**src/rtl/cia_pkg.sv**
```systemverilog
// Shared register-map offsets, CR bit positions and the CR layout for the CIA timer bank.
package cia_pkg;
  localparam int REG_STRIDE  = 8;
  localparam int OFF_LATCH0  = 0;
  localparam int OFF_LATCH1  = 1;
  localparam int OFF_LATCH2  = 2;
  localparam int OFF_LATCH3  = 3;
  localparam int OFF_CR      = 4;

  localparam int CR_START    = 0;
  localparam int CR_OUT_EN   = 1;
  localparam int CR_TOGGLE   = 2;
  localparam int CR_ONESHOT  = 3;
  localparam int CR_LOAD     = 4;
  localparam int CR_SRC      = 5;
  localparam int CR_CASCADE  = 6;

  localparam int ICR_SET_BIT = 7;

  typedef struct packed {
    logic rsvd;
    logic cascade;
    logic src;
    logic load;
    logic oneshot;
    logic toggle;
    logic out_en;
    logic start;
  } cr_t;
endpackage

```
**src/rtl/cia_timer_chan.sv**
```systemverilog
// One timer channel: latch, down-counter, two-stage count pipeline and CR.
// TIMER_OUT_EN adds the registered tmr_out pin and its toggle flop.
module cia_timer_chan
  import cia_pkg::*;
#(
  parameter int TIMER_W  = 16,
  parameter int CHAN_IDX = 0
) (
  input  logic       clk,
  input  logic       res_n,
  input  logic       phi2_p,
  input  logic       wr_en,
  input  logic [2:0] off,
  input  logic [7:0] wr_dat,
  input  logic       cnt_evt,
  input  logic       cascade_in,
  output logic [7:0] rd_dat,
  output logic       uf_out
`ifdef TIMER_OUT_EN
  , output logic     tmr_out
`endif
);
  localparam int NB = TIMER_W / 8;

  cr_t               cr, cr_w;
  logic [TIMER_W-1:0] latch, latch_nxt, counter;
  logic              evt_q, load_pend, sel_casc, dec_evt, wr_cr;

  assign wr_cr    = wr_en && (off == 3'(OFF_CR));
  assign sel_casc = (CHAN_IDX != 0) && cr.cascade;
  assign dec_evt  = phi2_p && !load_pend && (sel_casc ? (cr.start && cascade_in) : evt_q);
  assign uf_out   = res_n && dec_evt && (counter == '0);

  always_comb begin
    latch_nxt = latch;
    if (wr_en)
      for (int b = 0; b < NB; b++)
        if (int'(off) == b) latch_nxt[b*8 +: 8] = wr_dat;
  end

  always_comb begin
    cr_w         = cr_t'(wr_dat);
    cr_w.load    = 1'b0;
    cr_w.rsvd    = 1'b0;
    if (CHAN_IDX == 0) cr_w.cascade = 1'b0;
`ifndef TIMER_OUT_EN
    cr_w.out_en  = 1'b0;
    cr_w.toggle  = 1'b0;
`endif
  end

  always_ff @(posedge clk) begin
    if (!res_n) begin
      latch     <= '1;
      counter   <= '1;
      cr        <= '0;
      evt_q     <= 1'b0;
      load_pend <= 1'b0;
    end else begin
      latch <= latch_nxt;
      if (phi2_p) begin
        // A one-shot underflow must not leave an event queued behind it.
        evt_q <= cr.start && (cr.src ? cnt_evt : 1'b1) && !(uf_out && cr.oneshot);
        if (load_pend) begin
          counter   <= latch_nxt;
          load_pend <= 1'b0;
        end else if (uf_out) begin
          counter <= latch_nxt;
        end else if (dec_evt) begin
          counter <= counter - 1'b1;
        end
        if (uf_out && cr.oneshot) cr.start <= 1'b0;
      end
      if (wr_en && (off == 3'(NB - 1)) && !cr.start) counter <= latch_nxt;
      if (wr_cr) begin
        cr <= cr_w;
        if (wr_dat[CR_LOAD]) load_pend <= 1'b1;
      end
    end
  end

  always_comb begin
    rd_dat = 8'h00;
    for (int b = 0; b < NB; b++)
      if (int'(off) == b) rd_dat = counter[b*8 +: 8];
    if (off == 3'(OFF_CR)) rd_dat = cr;
  end

`ifdef TIMER_OUT_EN
  logic tog;
  always_ff @(posedge clk) begin
    if (!res_n) begin
      tog     <= 1'b0;
      tmr_out <= 1'b0;
    end else begin
      if (phi2_p) begin
        if (uf_out) tog <= ~tog;
        tmr_out <= cr.out_en && (cr.toggle ? (tog ^ uf_out) : uf_out);
      end
      if (wr_cr && wr_dat[CR_START] && !cr.start) tog <= 1'b1;
    end
  end
`endif
endmodule

```
**src/rtl/cia_timer_bank.sv**
```systemverilog
// NUM_TIMERS cascadable CIA-style interval timers with a shared ICR/IMR and 8-bit bus.
// Define TIMER_OUT_EN to add the per-channel tmr_out pulse/toggle outputs.
module cia_timer_bank
  import cia_pkg::*;
#(
  parameter int NUM_TIMERS = 2,
  parameter int TIMER_W    = 16,
  parameter int ADDR_W     = 6
) (
  input  logic                  clk,
  input  logic                  res_n,
  input  logic                  phi2_p,
  input  logic                  phi2_n,
  input  logic                  cs_n,
  input  logic                  rw,
  input  logic [ADDR_W-1:0]     addr,
  input  logic [7:0]            db_in,
  output logic [7:0]            db_out,
  input  logic                  cnt_in,
  output logic [NUM_TIMERS-1:0] tmr_uf,
  output logic                  irq_n
`ifdef TIMER_OUT_EN
  , output logic [NUM_TIMERS-1:0] tmr_out
`endif
);
  localparam int ICR_ADDR = NUM_TIMERS * REG_STRIDE;

  logic                  wr, rd, icr_sel, clr_pend, cnt_s, cnt_prev, cnt_evt;
  logic [NUM_TIMERS-1:0] uf_vec, casc, flags, flags_nxt, imr;
  logic [7:0]            chan_rd [NUM_TIMERS];
  logic [7:0]            rd_mux, icr_rd;

  assign wr      = phi2_n && !cs_n && !rw;
  assign rd      = phi2_n && !cs_n && rw;
  assign icr_sel = (addr == ADDR_W'(ICR_ADDR));
  assign cnt_evt = cnt_s && !cnt_prev;
  assign tmr_uf  = uf_vec;

  for (genvar i = 0; i < NUM_TIMERS; i++) begin : g_chan
    if (i == 0) begin : g_first
      assign casc[i] = 1'b0;
    end else begin : g_next
      assign casc[i] = uf_vec[i-1];
    end
    cia_timer_chan #(.TIMER_W(TIMER_W), .CHAN_IDX(i)) u_chan (
      .clk        (clk),
      .res_n      (res_n),
      .phi2_p     (phi2_p),
      .wr_en      (wr && (addr[ADDR_W-1:3] == (ADDR_W-3)'(i))),
      .off        (addr[2:0]),
      .wr_dat     (db_in),
      .cnt_evt    (cnt_evt),
      .cascade_in (casc[i]),
      .rd_dat     (chan_rd[i]),
      .uf_out     (uf_vec[i])
`ifdef TIMER_OUT_EN
      , .tmr_out  (tmr_out[i])
`endif
    );
  end

  // Flags raised in the clearing phi2_p survive the pending ICR-read clear.
  assign flags_nxt = (clr_pend ? '0 : flags) | uf_vec;

  always_ff @(posedge clk) begin
    if (!res_n) begin
      flags    <= '0;
      imr      <= '0;
      irq_n    <= 1'b1;
      clr_pend <= 1'b0;
      cnt_s    <= 1'b0;
      cnt_prev <= 1'b0;
    end else begin
      if (wr && icr_sel)
        imr <= db_in[ICR_SET_BIT] ? (imr | db_in[NUM_TIMERS-1:0]) : (imr & ~db_in[NUM_TIMERS-1:0]);
      if (phi2_p) begin
        cnt_s    <= cnt_in;
        cnt_prev <= cnt_s;
        flags    <= flags_nxt;
        clr_pend <= 1'b0;
        if (|(flags_nxt & imr)) irq_n <= 1'b0;
        else if (clr_pend)      irq_n <= 1'b1;
      end
      if (rd && icr_sel) clr_pend <= 1'b1;
    end
  end

  always_comb begin
    icr_rd                 = 8'h00;
    icr_rd[NUM_TIMERS-1:0] = flags;
    icr_rd[7]              = !irq_n;
    rd_mux                 = 8'h00;
    for (int i = 0; i < NUM_TIMERS; i++)
      if (int'(addr[ADDR_W-1:3]) == i) rd_mux = chan_rd[i];
    if (icr_sel) rd_mux = icr_rd;
  end

  assign db_out = (!cs_n && rw) ? rd_mux : 8'h00;
endmodule

```
**config.mk**
```make
export PLATFORM = sky130hd
export DESIGN_NAME = cia_timer_bank
export DESIGN_NICKNAME = d
export VERILOG_FILES = /design/src/rtl/cia_pkg.sv /design/src/rtl/cia_timer_chan.sv /design/src/rtl/cia_timer_bank.sv
export SDC_FILE = /design/constraint.sdc
export NUM_CORES = 1
export LEC_CHECK = 0
export ABC_CLOCK_PERIOD_IN_PS = 3300
export BUFFER_PORTS_ARGS = -buffer_cell sky130_fd_sc_hd__buf_2
export CAP_MARGIN = 20
export CORE_ASPECT_RATIO = 0.6
export CORE_UTILIZATION = 51
export CTS_CLUSTER_SIZE = 28
export DETAILED_ROUTE_END_ITERATION = 7
export GPL_TIMING_DRIVEN = 0
export HOLD_SLACK_MARGIN = 0.1
export PLACE_DENSITY = 0.69
export SLEW_MARGIN = 20
export SYNTH_ARGS = -nofsm -noshare
export SYNTH_HDL_FRONTEND = slang
export SYNTH_HIERARCHICAL = 1
export SYNTH_SLANG_ARGS = --single-unit
```
**constraint.sdc**
```tcl
create_clock -name clk -period 3.3 [get_ports clk]
set_input_delay 0.33 -clock clk [delete_from_list [all_inputs] [get_ports clk]]
set_output_delay 0.33 -clock clk [all_outputs]
set_load 0.005 [all_outputs]
```
# --- Word-level counts from Yosys, hierarchy flattened ---
# Index checks and enable logic that the tools add are counted.
totals:
  reg_bits: 83
  inputBits: 21
  output_inout_bits: 11
  wordCells: 142
classes:
  n_addsub: 2
  eq_ne: 6
  muxes: 47
  bitwise_logic: 5
  reduce_logical: 61
ops:
  columns: ["operator", "n"]
  rows:
  - ["2-to-1 mux 16 bit", 12]
  - ["2-to-1 mux 8 bit", 14]
  - ["zero test 16 bit", 2]
  - ["subtractor 16 x 1 -> 16 bit, second input constant", 2]
  - ["logical AND 1 bit", 30]
  - ["2-to-1 mux 1 bit", 19]
  - ["nonzero test 2 bit", 8]
  - ["zero test 1 bit", 10]
  - ["AND reduction 2 bit", 5]
  - ["zero test 3 bit", 3]
  - ["nonzero test 4 bit", 2]
  - ["== test 3 x 1 -> 1 bit, second input constant", 2]
  - ["== test 3 x 2 -> 1 bit, second input constant", 2]
  - ["== test 6 x 5 -> 1 bit, second input constant", 1]
  - ["AND 2 bit", 2]
  - ["2-to-1 mux 2 bit", 2]
  - ["OR 2 bit", 2]
  - ["== test 3 bit, second input constant", 1]
  - ["inverter 2 bit", 1]
  - ["OR reduction 2 bit", 1]

# --- Depth between registers and ports, before layout ---
logic_depth:
  word_depth: 15
  ltp_mapped: 13
  mapped_depth_nobuf: 11

# --- Cells and area by module ---
# The synthesis kept the hierarchy.
by_module_without_submodules:
  columns: ["module", "instances", "cells_each", "area_each_um2"]
  rows:
  - ["cia_timer_chan at g_chan[1].u_chan", 1, 268, 2220.9]
  - ["cia_timer_chan at g_chan[0].u_chan", 1, 257, 2154.6]
  - ["cia_timer_bank", 1, 68, 550.5]

# --- Least setup slack after synthesis ---
# OpenSTA, ideal clock, no wires.
synth_timing:
  kind: "register -> register"
  startpoint: "register g_chan[0].u_chan.counter[10]"
  endpoint: "register g_chan[1].u_chan.counter[8]"
  setup_ns: 0.137
  arrival_time_ns: 2.589
  t_required_ns: 3.163
  slack_ns: 0.575
  stages_incl_launch_ff: 11
  synth_period_minus_slack_ns: 2.725
  path_cell_list: "dfxtp_1 > or4_1 > nor4_4 > and2_1 > nand3_1 > and2_1 > o41a_1 > buf_6 > o21a_1 > o22ai_1 > a31oi_1"
synth_via:
  elab_chain_len: 11
synth_rtl:
  columns: ["element", "line", "rtl"]
  rows:
  - ["start: declaration", "cia_timer_chan.sv:26", "logic [TIMER_W-1:0] latch, latch_nxt, counter;"]
  - ["start signal: assignment", "cia_timer_chan.sv:65", "counter <= latch_nxt;"]
  - ["start signal: assignment", "cia_timer_chan.sv:68", "counter <= latch_nxt;"]
  - ["start signal: assignment", "cia_timer_chan.sv:70", "counter <= counter - 1'b1;"]
  - ["zero test 16 bit *", "cia_timer_chan.sv:32", "assign uf_out = res_n && dec_evt && (counter == '0);"]
  - ["logical AND 1 bit *", "cia_timer_chan.sv:32", null]
  - ["via tmr_uf[0]", "cia_timer_bank.sv:20", "output logic [NUM_TIMERS-1:0] tmr_uf,"]
  - ["logical AND 1 bit *", "cia_timer_chan.sv:31", "assign dec_evt = phi2_p && !load_pend && (sel_casc ? (cr.start && cascade_in) : evt_q);"]
  - ["2-to-1 mux 1 bit *", "cia_timer_chan.sv:31", null]
  - ["logical AND 1 bit *", "cia_timer_chan.sv:31", null]
  - ["logical AND 1 bit (2 in a row)", "cia_timer_chan.sv:32", null]
  - ["2-to-1 mux 16 bit", "cia_timer_chan.sv:67", "end else if (uf_out) begin"]
  - ["2-to-1 mux 16 bit", "cia_timer_chan.sv:64", "if (load_pend) begin"]
  - ["2-to-1 mux 16 bit", "cia_timer_chan.sv:61", "if (phi2_p) begin"]
  - ["2-to-1 mux 16 bit", "cia_timer_chan.sv:74", "if (wr_en && (off == 3'(NB - 1)) && !cr.start) counter <= latch_nxt;"]
  - ["end signal: assignment", "cia_timer_chan.sv:65", null]
  - ["end signal: assignment", "cia_timer_chan.sv:68", null]
  - ["end signal: assignment", "cia_timer_chan.sv:74", null]
  - ["end: declaration", "cia_timer_chan.sv:26", null]
# The timed path passes the listed nets; every way through them passes the cells marked *. The select of a mux whose other input is x is not followed.
# A chain may end at the register's enable or synchronous reset.

# --- Worst setup path after layout ---
layout_timing:
  startpoint: "register g_chan[0].u_chan.counter[1]"
  endpoint: "register g_chan[1].u_chan.counter[9]"
layout_via:
  elab_chain_len: 11
layout_rtl:
  columns: ["element", "line"]
  rows:
  - ["zero test 16 bit *", "cia_timer_chan.sv:32"]
  - ["logical AND 1 bit *", "cia_timer_chan.sv:32"]
  - ["logical AND 1 bit *", "cia_timer_chan.sv:31"]
  - ["2-to-1 mux 1 bit *", "cia_timer_chan.sv:31"]
  - ["logical AND 1 bit *", "cia_timer_chan.sv:31"]
  - ["logical AND 1 bit (2 in a row)", "cia_timer_chan.sv:32"]
  - ["2-to-1 mux 16 bit", "cia_timer_chan.sv:67"]
  - ["2-to-1 mux 16 bit", "cia_timer_chan.sv:64"]
  - ["2-to-1 mux 16 bit", "cia_timer_chan.sv:61"]
  - ["2-to-1 mux 16 bit", "cia_timer_chan.sv:74"]
# Every way passes the cells marked *; elsewhere a longest branch is shown, timed or not. The select of a mux whose other input is x is not followed.

==> summary by stage <==
Run status
The flow ran to the end, and the final reports show no timing, DRC or antenna violations.

Clocking
TritonCTS built the clock tree. The sink count of the clock tree is 83. The number of buffers added by the clock tree synthesis step is 9. The total number of H-tree levels is 3. Clock-pin slew was measured on the worst setup and hold paths at approximately 0.06 ns.

Clock tree synthesis selected as its root buffer the cell clkbuf_16. Buffers inserted to repair hold after CTS numbered 0. Counting along the longest clock path gives a buffer depth of 2. For the worst-skew pair, the clock arrives at the later sink with an insertion delay of around 0.34 ns.

Worst setup path
The cell at the slowest stage of the critical path is or4bb_4. The capturing element type of the critical path is a flip-flop. Walking the worst path, the cells encountered are inv_1 > ha_2 > or4bb_4 > nor4_4 > and2_4 > nand3_1 > and2_4 > nor4_4 > buf_4 > nor3_2 > mux2_4 > o2111ai_1.

For this run, the slowest stage of the critical path takes 0.47 ns. In this run the worst path has a maximum fanout of 6. At the worst endpoint, the required time is around 3.6 ns. The critical path launch point type is a flip-flop. The critical path arrival is 3.46 ns.

The start-to-end type of the worst setup path is flip-flop to flip-flop. The dominant delay contributor by cell family on the critical path is simple AND/OR/NAND/NOR gates. The buffering stage count on the worst path with inverters included is 2.

Global routing
The via count of the first global-routing pass was 4426. The first global-routing pass estimated 24.5 mm of wire. Summed over all layers, the global routing overflow is 0.

Global routing used 32.7% of the available tracks across all layers. The largest net degree at the start of global routing is 15. The initial antenna violation count is 0.

Timing
Static timing analysis puts the maximum clock frequency at 0.313 GHz. The final count of pins violating max slew is 0. The number of hold-slack violations in the final timing report is 0. The pin slew with the least headroom to its limit is a little over 1 ns. The final critical-path setup slack is 0.109 ns. The share of the clock period used by the worst path is 96.7%. For the final database, setup skew stands at 0.00465 ns. Setup violations remaining at the end of the flow were counted as 0. The relative slew slack is 30.6%.

The final critical delay including setup and external delays is 3.19 ns.

Logic synthesis
The count of synthesis-stage warnings from yosys is 6. The cell area after synthesis is 0.00492 mm2. The mean post-synth cell area is 8.31 um2. Synthesis handed over a netlist of 592 instances. The number of nets handed over by synthesis was 617.

Die
32 I/O pins were placed. The floorplan step defined a die boundary enclosing 0.0101 mm2. For this configuration, the core starts out at a cell density of 53.2%.

The area inside the core boundary is 0.00926 mm2. From bottom edge to top edge, the die measures slightly below 80 um. The count of standard-cell rows is 27. The die is 129 um wide.

Route
The total number of vias is between 4k and 5k. After detailed routing, the total wire length is 15.7 mm. The detailed router finished its first iteration with 524 violations. For this run, design rule violations remaining after detail routing come to 0.

The via-per-instance ratio is 6.40. The routed wirelength normalized by instance count is 20.3 um. The number of nets with antenna violations after routing is 0. The first TritonRoute pass finished after 5 iterations.

Hold path
The path type of the worst min-delay path is input port to flip-flop.

Final layout
The layout has ~890 filler cells. The fraction of layout instances using a drive strength above 1 is 16.1%. After the flow finishes, the layout carries non-filler instances totaling 775.

The area added between synthesis and finish is 14.5%. The final non-filler cell area is 0.00564 mm2. The repair_antennas step left the layout with diodes totalling 0. The final layout contains 665 nets.

Placed design
At the placement stage, the worst setup path has a slack of -0.259 ns. Detailed placement ended at an HPWL of roughly 12 mm. The total instance count after detailed placement is 753. The placer's final routability congestion estimate is 0.991. The count of buffers inserted at the top-level ports is 31. The standard cell area after detailed placement is about 0.0052 mm2.

Pwr
The overall power of the completed layout is 2.17 mW. IR analysis of the VDD net gives a maximum drop of 0.234 mV. In this run the power density over the cells is 384 mW/mm2. The leakage power summed over all cells is between 2 and 2.5 nW.

Run
The tool flagged a number of max-cap violations equal to 0.
-- report_power, final --
group / switching (mW) / total [mW] / leakage, nW / internal [mW]
Sequential: 0.0153 / 1.03 / 0.672 / 1.01
Clock: 0.409 / 0.981 / 0.142 / 0.572
Combinational: 0.101 / 0.159 / 1.37 / 0.0579
Total: 0.525 / 2.17 / 2.19 / 1.64
-- layer usage --
metal	share of wire [%]	GRT usage, %
met1	48	50.8
met2	39	43.7
met3	12	8.38
met4	0.85	7.53
met5	0	0
-- tightest hold or removal path: stages --
cell and delay [ns]:
buf_2 0.07, mux2i_1 0.05, nor2b_1 0.10
-- through the flow --
step	hold WS [ns]	util (%)	setup TNS [ns]
2_1_floorplan	0.410	-	0
3_5_place_dp	0.457	56.6	-2.08
5_1_grt	0.300	60.9	-0.00130
3_3_place_gp	0.448	56.6	-1.91
6_report	0.257	60.9	0
4_1_cts	0.253	60.1	0
-- final timing paths --
kind	startpoint	end	slack, ns	cells past startpoint
max reg2reg	g_chan[0].u_chan/counter[1]	g_chan[1].u_chan/counter[9]	0.11	12
max	g_chan[0].u_chan/counter[1]	g_chan[1].u_chan/counter[9]	0.11	12
min reg2reg	g_chan[0].u_chan/latch[1]	g_chan[0].u_chan/latch[1]	0.47	2
min	cnt_in	cnt_s	0.26	3
-- cells in the final DEF (no fill, tap or decap), types with 4 or more instances in the layout --
master and n:
a21oi_1 37, a21oi_2 4, a22oi_1 6, a31oi_1 6, and2_1 6, and3_1 5
buf_2 36, buf_4 7, clkbuf_1 19, clkbuf_16 9, dfxtp_1 82, inv_1 18
mux2_2 5, mux2i_1 68, nand2_1 70, nand2b_1 7, nand3_1 16, nor2_1 57
nor2b_1 16, nor3_1 27, nor3b_1 4, nor4_1 6, nor4b_1 5, o2111ai_1 4
o21ai_0 13, o21ai_1 8, o22ai_1 7, o32a_1 7, or3_1 8, or4_1 4
-- what timing repair did --
item	in CTS	in global routing
buffers inserted	2	4
resized for setup	3	15
setup endpoints to repair	7	14
pin swaps	1	4
-- layout make-up --
class / count / area (um2) / share of cell area [%]
Multi-Input combinational cell: 458 / 3080 / 54.6
Sequential cell: 83 / 1660 / 29.5
Clock buffer: 13 / 270 / 4.79
Timing Repair Buffer: 37 / 200 / 3.55
Buffer: 32 / 170 / 3.02
Tap cell: 130 / 163 / 2.89
Inverter: 19 / 71.3 / 1.27
Clock inverter: 3 / 21.3 / 0.377
-- flip-flops by register name, summed over array words and instances, names as in the netlist, named ones only --
signal                   flops
clr_pend                     1
cnt_prev                     1
cnt_s                        1
flags                        2
g_chan.u_chan/counter       32
g_chan.u_chan/cr             6
g_chan.u_chan/evt_q          2
g_chan.u_chan/latch         32
g_chan.u_chan/load_pend      2
g_chan.u_chan/sel_casc       1
irq_n                        1
Power figures use the tool's default switching activity.
